[src/rtl/instr_fetch.sv]
// Instruction fetch front-end: follows the core PC, prefetches sequential words
// into a small FIFO and serves hits combinationally, with a bypass on the ack cycle.
module instr_fetch #(
  parameter int unsigned DEPTH = 4,
  parameter logic [31:0] NOP   = 32'h00000013
) (
  input  logic        clk,
  input  logic        rst,
  input  logic [31:0] pc,
  output logic [31:0] instr,
  output logic        ifValid,
  output logic        memReq,
  output logic [31:0] memAddr,
  input  logic        memAck,
  input  logic [31:0] memRdata
);

  localparam int unsigned AW = $clog2(DEPTH);
  localparam int unsigned CW = AW + 1;

  // Memory handshake: memReq/memAddr are registered and held stable until memAck;
  // memAck is only meaningful while memReq=1, and completes the request that cycle.

  // FIFO entries are address-consecutive, so only the head address is stored.
  logic [31:0]   data_q [DEPTH];
  logic [AW-1:0] rd_q, rd_d;
  logic [CW-1:0] cnt_q, cnt_d;
  logic [31:0]   head_q, head_d;

  // Outstanding request slot.
  logic          busy_q, busy_d;
  logic          stale_q, stale_d;
  logic [31:0]   addr_q, addr_d;

  logic [31:0]   pc_w;
  logic [31:0]   diff;
  logic [31:0]   hit_off;
  logic          hit;
  logic [AW-1:0] hit_idx;
  logic [AW-1:0] rd_idx;
  logic          ack;
  logic          inflight_pc;
  logic          redirect;
  logic          wr_en;
  logic [AW-1:0] wr_idx;
  logic [CW-1:0] cnt_u;
  logic [31:0]   tail_addr;
  logic          unused_bits;

  assign pc_w        = {pc[31:2], 2'b00};
  assign diff        = pc_w - head_q;
  assign hit_off     = {2'b00, diff[31:2]};
  assign hit         = hit_off < 32'(cnt_q);
  assign hit_idx     = hit_off[AW-1:0];
  assign rd_idx      = rd_q + hit_idx;
  assign ack         = memAck & busy_q;
  assign inflight_pc = busy_q & ~stale_q & (addr_q == pc_w);
  assign redirect    = ~hit & ~inflight_pc;
  assign unused_bits = ^{pc[1:0], diff[1:0]};

  assign memReq  = busy_q;
  assign memAddr = addr_q;

  always_comb begin
    ifValid = 1'b0;
    instr   = NOP;
    if (hit) begin
      ifValid = 1'b1;
      instr   = data_q[rd_idx];
    end else if (ack && inflight_pc) begin
      ifValid = 1'b1;
      instr   = memRdata;
    end
  end

  always_comb begin
    rd_d      = rd_q;
    cnt_u     = cnt_q;
    head_d    = head_q;
    wr_en     = 1'b0;
    busy_d    = busy_q;
    stale_d   = stale_q;
    addr_d    = addr_q;
    cnt_d     = cnt_q;
    tail_addr = head_q;

    // Hit keeps the matching entry: the core may hold pc for several cycles.
    if (hit) begin
      rd_d   = rd_idx;
      cnt_u  = cnt_q - CW'(hit_idx);
      head_d = pc_w;
    end else begin
      cnt_u  = '0;
    end

    // An ack landing in a redirect cycle belongs to the abandoned path.
    if (ack) begin
      busy_d  = 1'b0;
      stale_d = 1'b0;
      wr_en   = ~stale_q & ~redirect;
    end else if (busy_q && redirect) begin
      stale_d = 1'b1;
    end

    if (wr_en && (cnt_u == '0)) begin
      head_d = addr_q;
    end
    cnt_d     = cnt_u + CW'(wr_en);
    tail_addr = head_d + {{(30 - CW){1'b0}}, cnt_d, 2'b00};

    if (!busy_d && (cnt_d < CW'(DEPTH))) begin
      busy_d  = 1'b1;
      stale_d = 1'b0;
      addr_d  = (cnt_d == '0) ? pc_w : tail_addr;
    end
  end

  assign wr_idx = rd_d + cnt_u[AW-1:0];

  always_ff @(posedge clk or posedge rst) begin
    if (rst) begin
      rd_q    <= '0;
      cnt_q   <= '0;
      head_q  <= '0;
      busy_q  <= 1'b0;
      stale_q <= 1'b0;
      addr_q  <= '0;
    end else begin
      rd_q    <= rd_d;
      cnt_q   <= cnt_d;
      head_q  <= head_d;
      busy_q  <= busy_d;
      stale_q <= stale_d;
      addr_q  <= addr_d;
    end
  end

  always_ff @(posedge clk) begin
    if (wr_en) begin
      data_q[wr_idx] <= memRdata;
    end
  end

endmodule

[config.mk]
export PLATFORM = sky130hd
export DESIGN_NAME = instr_fetch
export DESIGN_NICKNAME = d
export VERILOG_FILES = /design/src/rtl/instr_fetch.sv
export SDC_FILE = /design/constraint.sdc
export NUM_CORES = 1
export LEC_CHECK = 0
export ABC_AREA = 1
export CAP_MARGIN = 20
export CORE_MARGIN = 2
export CORE_UTILIZATION = 30
export DETAILED_ROUTE_END_ITERATION = 8
export PLACE_DENSITY = 0.46
export SYNTH_ARGS = -nofsm -noshare
export SYNTH_HDL_FRONTEND = slang
export SYNTH_SLANG_ARGS = --single-unit
[constraint.sdc]
create_clock -name clk -period 10.2 [get_ports clk]
set_input_delay 2.04 -clock clk [delete_from_list [all_inputs] [get_ports clk]]
set_output_delay 2.04 -clock clk [all_outputs]
set_load 0.03 [all_outputs]
After elaboration in Yosys (flattened, before gate mapping)
Memories as Yosys holds them, arrays and structs flattened.
Cells that the tools add are included.
- register bits after elaboration: 71
- memory bits (writable): 128
- bits of input ports: 67
- output and inout port bits: 66
- logic and storage cells: 50
- memories: 1
- memory list (memory ; depth ; width ; rd ports ; clocked after Yosys merged registers in ; write ports ; line ; RTL):
    data_q ; 4 ; 32 ; 1 ; 0 ; 1 ; 25 ; logic [31:0] data_q [DEPTH];
- add/sub/neg operators: 6
- magnitude comparators: 2
- equal/unequal tests: 1
- multiplexer cells: 17
- bitwise logic cells: 9
- reductions and logical operators: 8
- operators with widths (operator ; number):
    two-way mux 32 bit ; 5
    adder 32 x 5 -> 32 bit ; 1
    equality test 32 bit ; 1
    subtractor 32 bit ; 1
    < comparator 30 x 3 -> 1 bit ; 1
    two-way mux 1 bit ; 10
    zero test 3 bit ; 2
    AND 1 bit ; 5
    adder 2 bit ; 2
    logical AND 1 bit ; 4
    NOT 1 bit ; 4
    adder 3 x 1 -> 3 bit ; 1
    < comparator 3 bit, second input constant ; 1
    two-way mux 3 bit ; 1
    nonzero test 3 bit ; 1
    subtractor 3 x 2 -> 3 bit ; 1
    two-way mux 2 bit ; 1
    zero test 1 bit ; 1

Logic depth before layout (Yosys ltp)
Gate-level depths: netlist (run 1).
- word-level depth: 12
- mapped depth: 41
- depth with buffers taken out: 39

Least setup slack after synthesis (run 1)
OpenSTA, ideal clock, no wires.
- path kind: in2reg
- start point: input port pc[2]
- end point: memory data_q[0][0], enable pin
- setup time: 0.421 ns
- arrival: 6.446 ns
- required time: 9.779 ns
- slack: 3.333 ns
- stages on the path: 26
- path buffers: 3
- cells stage by stage: ha_1 nand2_1 nand2_1 xnor2_1 inv_1 ha_1 a21oi_1 nor2_1 nor2_1 inv_1 nor2_1 nand2_1 nor2_1 nand2_1 nor2_1 nand2_1 nor2_1 nand4_1 buf_4 buf_2 buf_2 o21ai_0 ha_1 xor2_1 inv_1 nor2_1
- elaborated cells on any way between the ends: 17
- those cells by class: add/sub: 4; order compare: 1; eq/ne: 1; mux: 5; bitwise: 6
- RTL lines (item ; line ; RTL):
    start, declared ; 9 ; input logic [31:0] pc,
    subtractor 32 bit * ; 51 ; assign diff = pc_w - head_q;
    < comparator 30 x 3 -> 1 bit / adder 2 bit (equally long branches) ; 53, 55 ;
    two-way mux 2 bit * ; 88 ; if (hit) begin
    named net rd_d[0] ; 26 ; logic [AW-1:0] rd_q, rd_d;
    adder 2 bit * ; 118 ; assign wr_idx = rd_d + cnt_u[AW-1:0];
    end, declared ; 25 ;
Mark *: on every way through the listed nets, which the timed path passes. The rest lies on a longest branch.

Worst setup path in the final report (run 1)
- start point: input port pc[2]
- end point: output port instr[27]
- cells in the longest elaborated chain, start to end: 5
- elaborated cells on any way between the ends: 9
- those cells by class: add/sub: 2; order compare: 1; eq/ne: 1; mux: 2; bitwise: 1; reduce/logical: 1; memory: 1
- ends and longest elaborated chain (item ; line ; RTL):
    branches (longest 4 deep; another with subtractor 32 bit) ; - ;
    two-way mux 32 bit * ; 67 ; if (hit) begin
    end, declared ; 10 ; output logic [31:0] instr,
Mark *: on every way between the ends.

==> results of run 1 <==
## state kept, by name, summed over array words and instances, names as in the netlist
register and cells:
stale_q 1, head_q 32, memAddr 32, rd_q 2, data_q 128, memReq 1
cnt_q 3
## synthesized netlist by cell type, types with 2 or more instances
cell type | count | area share
buf_4 | 4 | 0.0022
buf_6 | 4 | 0.0033
nand3b_1 | 5 | 0.0028
ha_1 | 40 | 0.037
buf_2 | 8 | 0.0029
nand2_1 | 666 | 0.18
a31oi_1 | 4 | 0.0018
and2_1 | 9 | 0.0041
nand3_2 | 3 | 0.0022
nand2_2 | 30 | 0.014
fa_1 | 2 | 0.0029
nor2_1 | 120 | 0.033
buf_1 | 4 | 0.0011
nor4_1 | 5 | 0.0023
xor2_1 | 12 | 0.0077
o21bai_1 | 2 | 0.0011
a21oi_2 | 2 | 0.0013
nor2_2 | 14 | 0.0064
inv_1 | 272 | 0.075
nor3_1 | 10 | 0.0037
a21oi_1 | 92 | 0.034
dfrtp_1 | 71 | 0.13
edfxtp_1 | 128 | 0.28
o31ai_2 | 2 | 0.0018
nand3_1 | 153 | 0.056
o21ai_1 | 13 | 0.0048
xnor2_1 | 32 | 0.021
or2_2 | 3 | 0.0014
inv_2 | 9 | 0.0025
o211ai_1 | 3 | 0.0017
nor2_4 | 6 | 0.0050
nand4_1 | 40 | 0.018
o21ai_0 | 103 | 0.038
clkbuf_1 | 37 | 0.010
## final cells by class
cell class,instances,area (sq um),share of cell area
Multi-Input combinational cell,1380,6730,0.414
Sequential cell,199,5620,0.346
Timing Repair Buffer,155,1490,0.0916
Inverter,283,1070,0.0656
Tap cell,600,751,0.0462
Clock buffer,18,429,0.0264
Clock inverter,14,165,0.0102
## stage by stage
| step | hold WS [ns] | power [mW] |
|---|---|---|
| global route | 0.598 | 1.99 |
| floorplan | 0.497 | 1.07 |
| finish | 0.562 | 1.90 |
| detailed placement | 0.545 | 1.20 |
| CTS | 0.569 | 1.93 |
| global placement | 0.545 | 1.20 |
## cells by family (layout without fill, tap and decap cells)
family	count (synthesis)	count (layout)
and+or+nand+nor	1068	1068
adders and majority gates	42	42
buffers and inverters	340	470
xor gates and xnor gates	44	44
AOI/OAI and AO/OA	226	226
DFF	199	199
## per-layer routing
layer  wire length, um  GRT usage  vias up
met5                 0          0        -
li1                  -          -     6390
met4               595     0.0432        0
met3              2090     0.0331       32
met2             21600      0.325      314
met1             22000      0.276     5867
## cells in the final DEF, fill, tap and decap left out, drive strengths merged, types with 5 or more instances in the layout
cell type | Yosys | final
nand3b | 5 | 5
nor4 | 5 | 5
nor3 | 11 | 11
o21ai | 117 | 117
clkdlybuf4s50 | 0 | 130
nand2 | 697 | 697
a21oi | 95 | 95
nor2 | 140 | 140
dfrtp | 71 | 71
ha | 40 | 40
xnor2 | 32 | 32
xor2 | 12 | 12
edfxtp | 128 | 128
buf | 20 | 25
nand3 | 156 | 156
clkbuf | 37 | 18
and2 | 9 | 9
clkinv | 1 | 7
inv | 282 | 286
nand4 | 41 | 41
## power by group
group	switching [mW]	total [mW]	internal (mW)	leakage, nW
Sequential	0.0166	0.886	0.870	2.06
Combinational	0.196	0.300	0.104	4.81
Clock	0.346	0.715	0.369	0.284
Total	0.559	1.90	1.34	7.15
## worst min path at each step
stage / start / end / cells past startpoint
after floorplan: rd_q[0]$_DFF_PP0_ / rd_q[0]$_DFF_PP0_ / 2
after global placement: memAddr[26]$_DFFE_PP0P_ / memAddr[26]$_DFFE_PP0P_ / 2
after detailed placement: memAddr[26]$_DFFE_PP0P_ / memAddr[26]$_DFFE_PP0P_ / 2
after CTS: memAddr[26]$_DFFE_PP0P_ / memAddr[26]$_DFFE_PP0P_ / 2
after global routing: memAddr[28]$_DFFE_PP0P_ / memAddr[28]$_DFFE_PP0P_ / 2
final: memAddr[26]$_DFFE_PP0P_ / memAddr[26]$_DFFE_PP0P_ / 2
## worst reg2reg max path: cells and delay by family, from the launching register on
| family | cells | cell delay [ns] |
|---|---|---|
| flip-flops | 1 | 0.36 |
| XOR/XNOR | 2 | 0.30 |
| AND/OR/NAND/NOR | 18 | 2.92 |
| AO/OA/AOI/OAI | 6 | 0.89 |
| adder cells (fa/ha/maj) | 3 | 0.88 |
| buffers and inverters | 7 | 1.05 |
==> run summary, run 1 <==
status: complete, no violations
Syn Nets: 2028
xor/xnor share of the synthesized area: 0.0282
Yosys cell types: 45
mapped cell area: 13600 sq um
count of non-filler cells in the finished layout: 2649
Die W: 217 um
Pre-Repair DR Iteration Count: 5
CP max-delay cell: nor2_4
fraction of registers with async set/reset: 0.357
placed cells: 2617
antenna violations before repair: 0
largest family of logic cells by synthesized area: simple AND/OR/NAND/NOR gates
final period utilization: 0.879
Max Clk Rate: 112 MHz
crit path cell chain: clkdlybuf4s50_1, ha_1, nand2_1, nand2_1, xnor2_1, inv_1, ha_1, a21oi_1, nor2_1, nor2_1, nand3_1, nor2_1, nand2_1, nor2_1, nand2_1, nor2_1, nand4_1, nor2_4, o21ai_0, nand2_1, clkdlybuf4s50_1
Chip Height: 217 um
number of CTS-inserted buffers: 17
crit path from: pc[2]
GRT Residual Overflow: 0
Slew Limit Headroom: 0.304
Reg2Reg Launch Point: head_q[2]$_DFF_PP0_
Setup WS post-layout: 1.24 ns
WP depth: 21
Main synth FF type: edfxtp_1
Core Area: 45200 sq um
Setup crit end kind: primary output
Total Wirelength: 46300 um
clock skew: 0.0168 ns
Post-DRT Antenna Nets: 0
antenna diode count: 0
Gate Count Post-Synth: 1919
vias per cell: 4.76
Min-Delay Path Class: register to register
setup violators final: 0
Worst-Margin Slew: 1.04 ns
Adder-Cell Fraction of Synth Area: 0.0396
vias in the first global route: 12200
DRT iter0 DRCs: 815
I/O pins: 133
number of setup buffers added after CTS: 0
sequential area share after synthesis: 0.412
Post-Layout Inst Area: 16200 sq um
Die ar.: 47200 sq um
clock insertion delay at the later pin of the skew report: 0.47 ns
post_cts resized: 0
Final nets: 2145
R2R depth: 36
Mapped Avg Cell Area: 7.11 sq um
critical path buffer and inverter count: 3
Sink Count: 199
H-tree depth: 4
CTS Root Cell: clkbuf_16
simple-gate area share of the yosys netlist: 0.335
Core Rows: 78
first-pass GRT wire length: 71600 um
initial core utilization: 0.302
R2R Path End: memAddr[9]$_DFFE_PP0P_
area grow syn2layout: 19.1%
CP top delay family: simple AND/OR/NAND/NOR gates
slowest stage delay, CP: 0.75 ns
unrepaired setup endpoints after global routing: no
Synth Area in Compound Gates: 0.0875
via count: 12600
Pins Over Slew Limit: 0
leak pwr: 7.15 nW
largest net degree at the start of global routing: 72
Port Buffers: 130
CTS tree: done
Critical Path AT: 6.92 ns
Hold-fix buffers, CTS: 0
Peak VDD IR: 0.118 mV
Post-synth EDFFs: 128
fillcell total: 4829
Post-DP Area: 15700 sq um
Finished Core Util: 0.360
Yosys Warn Count: 0
dpl ws: 1.21 ns
share of layout cells above drive strength 1: 0.0673
mux share of post-synthesis cell area: 0
GPL Wtd Cong: 0.915
min Tclk post-route: 8.96 ns
max-cap violations: 0
WP data required: 8.16 ns
Clock Path Buffers: 2
DR DRC count: 0
DP HPWL: 33600 um
CP Class: input pin to primary output
Critical Path End: instr[27]
#FFs+latches synth: 199
CP Max Fanout: 33
Setup crit start kind: input pin
Hold Violations, Final: 0
GRT Total Usage: 0.199
power per cell area: 117 nW/um^2
reg2reg setup slack: 3.68 ns
CTS clk-pin slew, worst paths: 0.08 ns
drt wl/cell: 17.5 um
setup tns final: 0 ns
(Power assumes the default switching activity.)
==> run 2: changes to the inputs <==
--- a/config.mk
+++ b/config.mk
@@ -10,7 +10,6 @@
 export CORE_MARGIN = 2
 export CORE_UTILIZATION = 30
 export DETAILED_ROUTE_END_ITERATION = 8
-export PLACE_DENSITY = 0.46
 export SYNTH_ARGS = -nofsm -noshare
 export SYNTH_HDL_FRONTEND = slang
 export SYNTH_SLANG_ARGS = --single-unit
==> run summary, run 2 (synthesized netlist as in run 1, its figures left out) <==
status: complete, no violations
drt wl/cell: 16.6 um (-4.8%)
H-tree depth: 4 (unchanged)
first-pass GRT wire length: 69100 um (-3.4%)
Largest register FFs: 128 (unchanged)
Worst-Margin Slew: 0.988 ns (-0.0547 ns)
Post-DP Area: 15700 sq um (about the same)
Core Area: 45200 sq um (unchanged)
Total Wirelength: 44000 um (-4.9%)
setup violators final: 0 (unchanged)
Psw: 602 uW (+7.8%)
vias per cell: 4.86 (+2.1%)
DR DRC count: 0 (unchanged)
clock skew: 0.0202 ns (+0.00340 ns)
CTS Root Cell: clkbuf_16
vias in the first global route: 12300 (+0.98%)
GRT Total Usage: 0.190 (-0.00913)
WP data required: 8.16 ns (about the same)
share of layout cells above drive strength 1: 0.0670 (-0.000390)
Clock Path Buffers: 2 (unchanged)
post_cts resized: 0 (unchanged)
Post-DRT Antenna Nets: 0 (unchanged)
min Tclk post-route: 8.79 ns (-0.178 ns)
reg2reg setup slack: 3.66 ns (-0.02 ns)
unrepaired setup endpoints after global routing: no
initial core utilization: 0.302 (unchanged)
DP HPWL: 32000 um (-4.9%)
Hold Path Cell Cnt: 2 (unchanged)
Final nets: 2142 (-0.14%)
Sw Ratio: 0.313 (+0.0188)
setup tns final: 0 ns (unchanged)
fillcell total: 4768 (-1.3%)
number of CTS-inserted buffers: 17 (unchanged)
Comb power frac: 0.154 (-0.004)
Pins Over Slew Limit: 0 (unchanged)
clock insertion delay at the later pin of the skew report: 0.50 ns (+0.03 ns)
Pre-Repair DR Iteration Count: 5 (unchanged)
CP Class: input pin to primary output
Hold Crit Start: memAddr[26]$_DFFE_PP0P_
Chip Height: 217 um (unchanged)
Min-Delay Path Class: register to register
CTS tree: done
Port Buffers: 130 (unchanged)
Clock power frac: 0.386 (+0.010)
antenna violations before repair: 0 (unchanged)
Setup crit end kind: primary output
antenna diode count: 0 (unchanged)
Die ar.: 47200 sq um (unchanged)
Peak VDD IR: 0.141 mV (+19%)
register ranked first by flip-flop count: data_q
Core Rows: 78 (unchanged)
overall power: 1.93 mW (+1.3%)
CP Max Fanout: 33 (unchanged)
number of setup buffers added after CTS: 0 (unchanged)
max-cap violations: 0 (unchanged)
Reg power frac: 0.460 (-0.006)
most frequent cells in the layout: nand2_1 (666), inv_1 (270), nand3_1 (153), clkdlybuf4s50_1 (130), edfxtp_1 (128)
Setup crit start kind: input pin
leak pwr: 7.19 nW (+0.49%)
most common cell after layout, fill and taps aside: nand2_1
Slew Limit Headroom: 0.341 (+0.0372)
largest net degree at the start of global routing: 72 (unchanged)
R2R Path End: memAddr[9]$_DFFE_PP0P_
internal cell power: 1.32 mW (-1.3%)
I/O pins: 133 (unchanged)
Hold Violations, Final: 0 (unchanged)
area grow syn2layout: 19.8%
power per cell area: 118 nW/um^2 (+0.68%)
Max Clk Rate: 114 MHz (+2.0%)
Reg2Reg Launch Point: head_q[2]$_DFF_PP0_
Critical Path AT: 6.75 ns (-0.17 ns)
GRT Residual Overflow: 0 (unchanged)
R2R depth: 37 (+2.8%)
Hold-fix buffers, CTS: 0 (unchanged)
Sink Count: 199 (unchanged)
final hold slack: 0.570 ns (+0.00792 ns)
final period utilization: 0.861 (-0.0175)
DRT iter0 DRCs: 1015 (+25%)
Post-Layout Inst Area: 16400 sq um (+0.66%)
Hold EP: memAddr[26]$_DFFE_PP0P_
GPL Wtd Cong: 0.939 (+2.5%)
CTS clk-pin slew, worst paths: 0.09 ns (about the same)
via count: 12900 (+2.0%)
Die W: 217 um (unchanged)
==> run 2: cell count changes in the layout (fill, tap and decap cells not counted), sizes merged <==
cell      delta
buf          -3
bufinv       -2
clkbuf       -1
clkinv       -2
clkinvlp     -2
inv          +7
==> run 2: worst max-delay path, stage by stage <==
cell,delay (ns)
clkdlybuf4s50_1,0.55
ha_1,0.44
nand2_1,0.07
nand2_1,0.15
xnor2_1,0.13
inv_1,0.10
ha_1,0.28
a21oi_1,0.19
nor2_1,0.06
nor2_1,0.13
nand3_1,0.11
nor2_1,0.11
nand2_1,0.07
nor2_1,0.11
nand2_1,0.06
nor2_1,0.14
nand4_1,0.15
nor2_4,0.72
o21ai_0,0.31
nand2_1,0.12
clkdlybuf4s50_1,0.67
==> run 2: per-layer routing <==
| metal | vias to the layer above | wire, um | global-route usage |
|---|---|---|---|
| li1 | 6389 | - | - |
| met1 | 6020 | 20100 | 0.254 |
| met2 | 387 | 20800 | 0.316 |
| met3 | 55 | 2230 | 0.0291 |
| met4 | 0 | 822 | 0.0566 |
| met5 | - | 0 | 0 |
==> run 2: per-stage QoR <==
step / util / instances / setup slack, ns
2_1_floorplan: - / 1919 / 3.33
3_3_place_gp: 0.345 / 2609 / 1.40
3_5_place_dp: 0.346 / 2612 / 1.39
4_1_cts: 0.361 / 2644 / 1.41
5_1_grt: 0.362 / 2646 / 0.931
6_report: 0.362 / 2646 / 1.41
==> run 2: final cells by class <==
| cell class | instances | area (sq um) | share of cell area |
|---|---|---|---|
| clock inverter | 15 | 230 | 0.0141 |
| tap | 600 | 751 | 0.0459 |
| timing repair buffer | 152 | 1540 | 0.0939 |
| multi-input combinational | 1380 | 6730 | 0.411 |
| inverter | 283 | 1060 | 0.0651 |
| sequential | 199 | 5620 | 0.344 |
| clock buffer | 17 | 425 | 0.0260 |
==> run 2: power groups by stage <==
| stage | logic [mW] | clock network (mW) | registers [mW] |
|---|---|---|---|
| 4_1_cts | 0.297 | 0.767 | 0.886 |
| 6_report | 0.297 | 0.744 | 0.886 |
| 5_1_grt | 0.327 | 0.794 | 0.888 |
| 3_5_place_dp | 0.295 | 0 | 0.903 |
| 3_3_place_gp | 0.292 | 0 | 0.903 |
| 2_1_floorplan | 0.153 | 0 | 0.920 |
==> run 2: worst max path at each step <==
stage / startpoint / to / cells past startpoint / slack [ns]
after floorplan: pc[2] / data_q[0][0]$_DFFE_PP_ / 26 / 3.33
after global placement: pc[2] / instr[7] / 21 / 1.40
after detailed placement: pc[2] / memAddr[25]$_DFFE_PP0P_ / 39 / 1.39
after CTS: pc[2] / instr[14] / 21 / 1.41
after global routing: pc[2] / instr[7] / 21 / 0.93
final: pc[2] / instr[7] / 21 / 1.41
